--- config.mk ---
export PLATFORM = sky130hd
export DESIGN_NAME = dmem_bus_ctrl
export DESIGN_NICKNAME = d
export VERILOG_FILES = /design/src/rtl/dmem_pkg.sv /design/src/rtl/dmem_lane_align.sv /design/src/rtl/dmem_bus_ctrl.sv
export SDC_FILE = /design/constraint.sdc
export NUM_CORES = 1
export LEC_CHECK = 0
export BUFFER_PORTS_ARGS = -buffer_cell sky130_fd_sc_hd__buf_2
export CAP_MARGIN = 20
export CORE_MARGIN = 2
export CORE_UTILIZATION = 45
export CTS_BUF_LIST = sky130_fd_sc_hd__clkbuf_4 sky130_fd_sc_hd__clkbuf_8
export DETAILED_ROUTE_END_ITERATION = 10
export HOLD_SLACK_MARGIN = 0.05
export PLACE_DENSITY_LB_ADDON = 0.15
export SYNTH_ARGS = -nofsm -noshare
export SYNTH_HDL_FRONTEND = slang
export SYNTH_SLANG_ARGS = --single-unit
--- constraint.sdc ---
create_clock -name clk -period 2.1 [get_ports clk]
set_input_delay 0.21 -clock clk [delete_from_list [all_inputs] [get_ports clk]]
set_output_delay 0.21 -clock clk [all_outputs]
set_load 0.005 [all_outputs]
--- src/rtl/dmem_pkg.sv ---
// Shared types and constants for the data-memory bus controller.
package dmem_pkg;

  // Processor-side bus command; 2'b11 is decoded as no access.
  typedef enum logic [1:0] {
    BUS_NONE  = 2'b00,
    BUS_LOAD  = 2'b01,
    BUS_STORE = 2'b10
  } bus_cmd_t;

  // RV32I load/store width encodings carried in funct3.
  localparam logic [2:0] F3_B  = 3'b000;
  localparam logic [2:0] F3_H  = 3'b001;
  localparam logic [2:0] F3_W  = 3'b010;
  localparam logic [2:0] F3_BU = 3'b100;
  localparam logic [2:0] F3_HU = 3'b101;

  // Transaction sequencer states.
  typedef enum logic [1:0] {
    IDLE = 2'b00,
    REQ  = 2'b01,
    DONE = 2'b10
  } dmem_state_t;

endpackage

--- src/rtl/dmem_lane_align.sv ---
// Byte-lane steering for a word-wide memory: byte enables, store-data
// replication and misalignment detection for the access being launched,
// and extraction/extension of load data for the access in flight.
module dmem_lane_align
  import dmem_pkg::*;
(
  input  logic [2:0]  st_funct3_i,
  input  logic [1:0]  st_off_i,
  input  logic [31:0] st_data_i,
  input  logic [2:0]  ld_funct3_i,
  input  logic [1:0]  ld_off_i,
  input  logic [31:0] ld_data_i,
  output logic [3:0]  be_o,
  output logic [31:0] wdata_o,
  output logic        misalign_o,
  output logic [31:0] rdata_o
);

  logic [31:0] ld_shift;

  // Lane enables and store replication; unknown widths behave as a word.
  always_comb begin
    be_o       = 4'hF;
    wdata_o    = st_data_i;
    misalign_o = 1'b0;
    case (st_funct3_i)
      F3_B, F3_BU: begin
        be_o    = 4'b0001 << st_off_i;
        wdata_o = {4{st_data_i[7:0]}};
      end
      F3_H, F3_HU: begin
        be_o       = 4'b0011 << st_off_i;
        wdata_o    = {2{st_data_i[15:0]}};
        misalign_o = st_off_i[0];
      end
      F3_W:    misalign_o = (st_off_i != 2'b00);
      default: misalign_o = (st_off_i != 2'b00);
    endcase
  end

  assign ld_shift = ld_data_i >> {ld_off_i, 3'b000};

  // Pick the addressed byte/half out of the returned word and extend it.
  always_comb begin
    rdata_o = ld_data_i;
    case (ld_funct3_i)
      F3_B:    rdata_o = {{24{ld_shift[7]}}, ld_shift[7:0]};
      F3_BU:   rdata_o = {24'h0, ld_shift[7:0]};
      F3_H:    rdata_o = {{16{ld_shift[15]}}, ld_shift[15:0]};
      F3_HU:   rdata_o = {16'h0, ld_shift[15:0]};
      default: rdata_o = ld_data_i;
    endcase
  end

endmodule

--- src/rtl/dmem_bus_ctrl.sv ---
// Data-memory bus controller: converts the per-cycle MEM-stage command into
// one req/ack transaction, stalls the pipeline until it completes, and
// returns aligned load data (or a fault with zero data) in the DONE cycle.
module dmem_bus_ctrl
  import dmem_pkg::*;
#(
  parameter int TIMEOUT_CYCLES = 64,
  parameter int CNT_W          = 7
) (
  input  logic        clk,
  input  logic        rst,
  input  logic [1:0]  proc2Dmem_command,
  input  logic [31:0] proc2Dmem_addr,
  input  logic [31:0] proc2mem_data,
  input  logic [2:0]  mem_funct3,
  output logic [31:0] mem2proc_data,
  output logic        dmem_stall,
  output logic        dmem_fault,
  output logic        mem_req,
  output logic        mem_we,
  output logic [31:0] mem_addr,
  output logic [3:0]  mem_be,
  output logic [31:0] mem_wdata,
  input  logic        mem_ack,
  input  logic [31:0] mem_rdata
);

  dmem_state_t      state_q, state_d;
  logic [CNT_W-1:0] cnt_q, cnt_d;
  logic             we_q, we_d;
  logic [31:0]      addr_q, addr_d;
  logic [3:0]       be_q, be_d;
  logic [31:0]      wdata_q, wdata_d;
  logic [2:0]       f3_q, f3_d;
  logic [1:0]       off_q, off_d;
  logic [31:0]      result_q, result_d;
  logic             fault_q, fault_d;

  logic             access;
  logic [3:0]       lane_be;
  logic [31:0]      lane_wdata;
  logic             lane_misalign;
  logic [31:0]      lane_rdata;

  assign access = (proc2Dmem_command == BUS_LOAD) || (proc2Dmem_command == BUS_STORE);

  dmem_lane_align u_align (
    .st_funct3_i (mem_funct3),
    .st_off_i    (proc2Dmem_addr[1:0]),
    .st_data_i   (proc2mem_data),
    .ld_funct3_i (f3_q),
    .ld_off_i    (off_q),
    .ld_data_i   (mem_rdata),
    .be_o        (lane_be),
    .wdata_o     (lane_wdata),
    .misalign_o  (lane_misalign),
    .rdata_o     (lane_rdata)
  );

  // Next-state, timeout counter and transaction register updates.
  always_comb begin
    state_d  = state_q;
    cnt_d    = cnt_q;
    we_d     = we_q;
    addr_d   = addr_q;
    be_d     = be_q;
    wdata_d  = wdata_q;
    f3_d     = f3_q;
    off_d    = off_q;
    result_d = result_q;
    fault_d  = fault_q;
    case (state_q)
      IDLE: begin
        cnt_d = '0;
        if (access) begin
          we_d     = (proc2Dmem_command == BUS_STORE);
          addr_d   = {proc2Dmem_addr[31:2], 2'b00};
          be_d     = lane_be;
          wdata_d  = lane_wdata;
          f3_d     = mem_funct3;
          off_d    = proc2Dmem_addr[1:0];
          result_d = '0;
          // A misaligned access never reaches memory; it completes as a fault.
          fault_d  = lane_misalign;
          state_d  = lane_misalign ? DONE : REQ;
        end
      end
      REQ: begin
        if (mem_ack) begin
          result_d = we_q ? 32'h0 : lane_rdata;
          state_d  = DONE;
        end else if (cnt_q == CNT_W'(TIMEOUT_CYCLES - 1)) begin
          fault_d  = 1'b1;
          result_d = '0;
          state_d  = DONE;
        end else begin
          cnt_d = cnt_q + 1'b1;
        end
      end
      DONE: begin
        // The command still visible here is the one just completed.
        cnt_d   = '0;
        state_d = IDLE;
      end
      default: state_d = IDLE;
    endcase
  end

  // State and transaction registers with synchronous reset.
  always_ff @(posedge clk) begin
    if (rst) begin
      state_q  <= IDLE;
      cnt_q    <= '0;
      we_q     <= 1'b0;
      addr_q   <= '0;
      be_q     <= '0;
      wdata_q  <= '0;
      f3_q     <= '0;
      off_q    <= '0;
      result_q <= '0;
      fault_q  <= 1'b0;
    end else begin
      state_q  <= state_d;
      cnt_q    <= cnt_d;
      we_q     <= we_d;
      addr_q   <= addr_d;
      be_q     <= be_d;
      wdata_q  <= wdata_d;
      f3_q     <= f3_d;
      off_q    <= off_d;
      result_q <= result_d;
      fault_q  <= fault_d;
    end
  end

  assign mem_req       = (state_q == REQ);
  assign mem_we        = we_q;
  assign mem_addr      = addr_q;
  assign mem_be        = be_q;
  assign mem_wdata     = wdata_q;
  assign dmem_stall    = ((state_q == IDLE) && access) || (state_q == REQ);
  assign dmem_fault    = (state_q == DONE) && fault_q;
  assign mem2proc_data = (state_q == DONE) ? result_q : 32'h0;

endmodule

---- Yosys cells after proc, flatten, opt, wreduce, memory -nomap -nowiden ----
Cells that the tools add are included.
cells by class
  shifts and indexed selects .............. 3
  reductions and logical operators ........ 18
  equality and inequality tests ........... 16
  multiplexer cells ....................... 22
  add/subtract/negate cells ............... 1
operator list
  kind                 count
  $mux 32              5
  $pmux 32 s2          2
  $pmux 32 s4          1
  $shr 32x5->16        1
  $mux 7               2
  $pmux 7 s2           1
  $eq 3x3->1 const B   4
  $mux 2               4
  $pmux 4 s2           1
  $add 7x1->7 const B  1
  $eq 7x6->1 const B   1
  $eq 3x1->1 const B   2
  $logic_not 3->1      2
  $ne 2x2->1 const B   3
  $reduce_and 3->1     2
  $reduce_bool 2->1    3
  $reduce_or 2->1      3
  $eq 2x1->1 const B   2
  $eq 2x2->1 const B   2
  $pmux 1 s2           2
  $pmux 2 s2           1
  $reduce_and 2->1     2
  $reduce_and 4->1     1
  $shl 1x2->4 const A  1
  7 further kinds      11
word-level totals
  output and inout bits ................... 104
  input port bits ......................... 104
  flip-flop bits (word level) ............. 114

---- Longest topological paths before layout ----
  depth in word-level cells ............... 6
  depth in mapped cells ................... 8

---- Hierarchy ----
Synthesis repeated with hierarchy kept, for this count alone.
second synthesis, totals
  cell total of the unflattened synthesis .. 659
  area total of the unflattened synthesis .. 5475.3 um2
modules (own cells, without submodules)
  module           area an instance (um2)  instances  sequential area each (um2)  cells an instance
  dmem_bus_ctrl    4254.1                  1          2282.2                      484
  dmem_lane_align  1221.2                  1          0.0                         175

---- Least setup slack after synthesis ----
Ideal clock, no wire load.
  path type ............................... in2reg
  start point ............................. input port proc2Dmem_command[0]
  end point ............................... register result_q[27]
  data required time ...................... 1.978 ns
  library setup time ...................... 0.122 ns
  arrival time ............................ 1.613 ns
  setup slack ............................. 0.365 ns
  path buffers ............................ 2
  stages on the path ...................... 8
  path through ............................ inv_1 ha_1 or3_1 buf_6 nand2_4 a21oi_2 buf_6 a221o_1
on the way
  cells in the longest elaborated chain, start to end .. 4
RTL lines
  element                                   RTL line              source
  start, declared                           dmem_bus_ctrl.sv:12   input logic [1:0] proc2Dmem_command,
  $eq 2x1->1 or $eq 2x2->1 (tied branches)  dmem_bus_ctrl.sv:45   assign access = (proc2Dmem_command == BUS_LOAD) || (proc2Dmem_command == BUS_STORE);
  $logic_or 1x1->1 *                        dmem_bus_ctrl.sv:45
  $ne 2x2->1 (no line) *                    n/a
  $reduce_and 3->1 (no line) *              n/a
  end signal, assigned                      dmem_bus_ctrl.sv:131  result_q <= result_d;
  end, declared                             dmem_bus_ctrl.sv:36   logic [31:0] result_q, result_d;
Mark *: on every way between the ends. The rest lies on a longest branch, timed or not.
A chain may end at the register's enable or synchronous reset.

---- Final worst setup path ----
  start point ............................. register cnt_q[0]
  end point ............................... register result_q[4]
on the way
  cells in the longest elaborated chain, start to end .. 3
RTL lines
  element                     RTL line              source
  start, declared             dmem_bus_ctrl.sv:29   logic [CNT_W-1:0] cnt_q, cnt_d;
  start signal, assigned      dmem_bus_ctrl.sv:124  cnt_q <= cnt_d;
  $eq 7x6->1                  dmem_bus_ctrl.sv:92   end else if (cnt_q == CNT_W'(TIMEOUT_CYCLES - 1)) begin
  $ne 3x1->1 (no line)        n/a
  $reduce_and 3->1 (no line)  n/a
No other way between the ends.

==> metrics <==
status complete, no violations; PnR worst setup slack roughly 0.15 ns; synthesized flop and latch total 114; die area 12300 um2; port buffer count 205; CP Launch Type flop; area of the multi-input gates between 2000 and 3000 um2; cell taking the most area after synthesis dfxtp_1; number of synthesized flops with an enable pin 0; post-layout min period 1.95 ns; Synth Area in Simple Gates a little over a fifth; clk_skew 0.0112 ns; Worst Tran Pin Value between 0.6 and 0.7 ns; CORE AREA 11000 um2; post-synthesis mux area share 5.49%; dpl cells 944; CTS clk-pin slew, worst paths 0.07 ns; Layout area overhead 40.4%; crit end category flop; CP delay by family, top compound AO/OA/AOI/OAI gates; Hold Crit Class input pin to flop; Max-slew headroom approximately 55%; sequential fraction of the synthesis area 44.5%; Post-CTS Setup Inserts 0; Initial Util between 40% and 50%; CP Max Fanout 15; complex-gate fraction of the synthesized area 21.6%; initial antenna violation count 0; endpoints failing hold 0; PwrDens 808 nW/um2; maximum vdd ir drop 0.843 mV; Die W between 100 and 150 um; largest family of logic cells by synthesized area simple AND/OR/NAND/NOR gates; f_max 512 MHz; Setup CP Type flop to flop; Mean Syn Cell Area 8.29 um2; Mapped Cells 619; max-slew violations 0; fill cell count ~960; CTS H-tree depth 4; drt pass-1 iters 5; DR DRC count 0; Mapped Area 5130 um2; WP data arrival 2.30 ns; routed len/inst about 16 um; Synth Area in Adders 0.488%; via count of the routed design 5415; Reg area 2280 um2; io pins 208; Setup Total Neg Slack 0 ns; CTS Buf Count 17; layout cells sized above 1 31.4%; Pleak between 3 and 4 nW; pin count of the biggest net entering global routing 60; period utilization 93.1%; most frequent cell after synthesis nand2_1; CTS tree done; die span in y 111 um; CTS root buffer clkbuf_8; via density per instance ~5.3; vias in the first global route 5189; RePlAce Congestion roughly 0.87; Critical Path RT 2.45 ns; synth warn 0; crit path cell chain ha_1 > nand4_1 > o21ai_1 > a21oi_2 > buf_8 > buf_4 > o2bb2ai_1; Max Cap Viol 0; RSZ-0062 raised after global routing no; final std cells w/o fill a little over 1000; Post-Place Worst Slack 0.0749 ns; Crit path buffers/inverters 2; final setup fails 0; library cells used by synthesis 49; top post-synthesis cells by area dfxtp_1 44%, nand2_1 9.1%, a21oi_1 6.6%, mux2i_1 4.7%, and2_1 4.1%; first-pass GRT wire length 26000 um; Synth top cells by count 124 x nand2_1, 114 x dfxtp_1, 68 x a21oi_1, 45 x nor2_1, 34 x and2_1; Final Util 65.6%; All-Layer GR Usage approximately a quarter; row cnt 38; Crit path largest cell delay roughly 0.55 ns; CP max-delay cell a21oi_2; Main synth FF type dfxtp_1; clock sink total 114; Post-synth ARST share 0%; Initial DRC Count between 300 and 400; detailed placement HPWL 11000 um; ANT nets after route 0; CTS max path bufs 2; Final nets between 900 and 1000; Synth Area in XOR/XNOR less than 1%; Clk Latency, worst-skew pair 0.42 ns; Congestion Overflow GR 0; WL final 16100 um; Synth top area share between 40% and 50%; antenna cells 0
placed cells by master (no fill, tap or decap), types with 3 or more instances in the layout:
| cell type | count |
|---|---|
| xor2_1 | 3 |
| buf_2 | 205 |
| a21oi_1 | 68 |
| clkinv_2 | 4 |
| a32o_1 | 7 |
| o21ai_0 | 32 |
| a311oi_1 | 9 |
| clkinv_4 | 5 |
| nand2b_1 | 14 |
| nor2_1 | 45 |
| bufinv_16 | 3 |
| a211oi_1 | 9 |
| nor3_1 | 6 |
| a221o_1 | 17 |
| nor2b_1 | 5 |
| and2_1 | 34 |
| dfxtp_1 | 114 |
| nor3b_1 | 6 |
| clkbuf_8 | 18 |
| o22ai_1 | 4 |
| mux2i_1 | 24 |
| nand2_1 | 124 |
| buf_4 | 27 |
| and3_1 | 3 |
| dlygate4sd3_1 | 45 |
| inv_1 | 8 |
| o2bb2ai_1 | 6 |
worst register-to-register path, stage by stage (launching register included):
cell       delay, ns
dfxtp_1         0.32
ha_1            0.23
nand4_1         0.14
o21ai_1         0.14
a21oi_2         0.55
buf_8           0.24
buf_4           0.16
o2bb2ai_1       0.11
worst paths after layout:
path,endpoint,start,depth (start not counted),slack (ns)
max,result_q[4],cnt_q[0],7,0.15
min,result_q[30],mem_rdata[30],2,0.07
max reg2reg,result_q[4],cnt_q[0],7,0.15
min reg2reg,mem_addr[2],mem_addr[2],2,0.45
final cells by class:
| class | count | share of cell area, % |
|---|---|---|
| flip-flops and latches | 114 | 31.7 |
| inverters | 8 | 0.417 |
| repair buffers | 279 | 23.8 |
| well taps | 140 | 2.43 |
| clock inverters | 13 | 2.24 |
| clock buffers | 19 | 3.54 |
| multi-input cells | 448 | 35.9 |
stage by stage:
stage | hold WS (ns) | total power [mW] | instance area [um2]
floorplan | 0.346 | 3.16 | 5130
global placement | 0.439 | 3.60 | 6310
detailed placement | 0.445 | 3.64 | 6330
CTS | 0.0515 | 5.83 | 7190
global route | 0.0560 | 6.11 | 7200
finish | 0.0720 | 5.82 | 7200
layer usage:
layer | vias to the layer above | share of wire [%] | wire, um | track usage (%)
li1 | 2653 | - | - | -
met1 | 2511 | 44 | 7040 | 32.4
met2 | 222 | 47 | 7610 | 42.0
met3 | 29 | 7.2 | 1160 | 7.60
met4 | 0 | 2.1 | 338 | 9.33
met5 | - | 0 | 0 | 0
timing repair:
action | in CTS | in global routing
hold buffers | 45 | 0
hold endpoints to repair | 45 | 0
resized for setup | 0 | 1
endpoints found under the setup margin | 0 | 16
power breakdown:
group	leakage, nW	internal [mW]	switching [mW]
logic	2.18	0.538	0.678
registers	0.933	2.35	0.114
clock network	0.213	1.22	0.916
flip-flops by register name, indices dropped and copies added (netlist names):
| register | cells |
|---|---|
| cnt_q | 7 |
| f3_q | 3 |
| fault_q | 1 |
| mem_addr | 30 |
| mem_be | 4 |
| mem_wdata | 32 |
| mem_we | 1 |
| off_q | 2 |
| result_q | 32 |
| state_q | 2 |
cell families after synthesis:
group,count (synthesis)
multiplexers,27
flip-flops,114
AND/OR/NAND/NOR,246
buffers and inverters,58
AO/OA/AOI/OAI,168
adder cells (fa/ha/maj),2
other,1
XOR/XNOR,3
(Power assumes the default switching activity.)
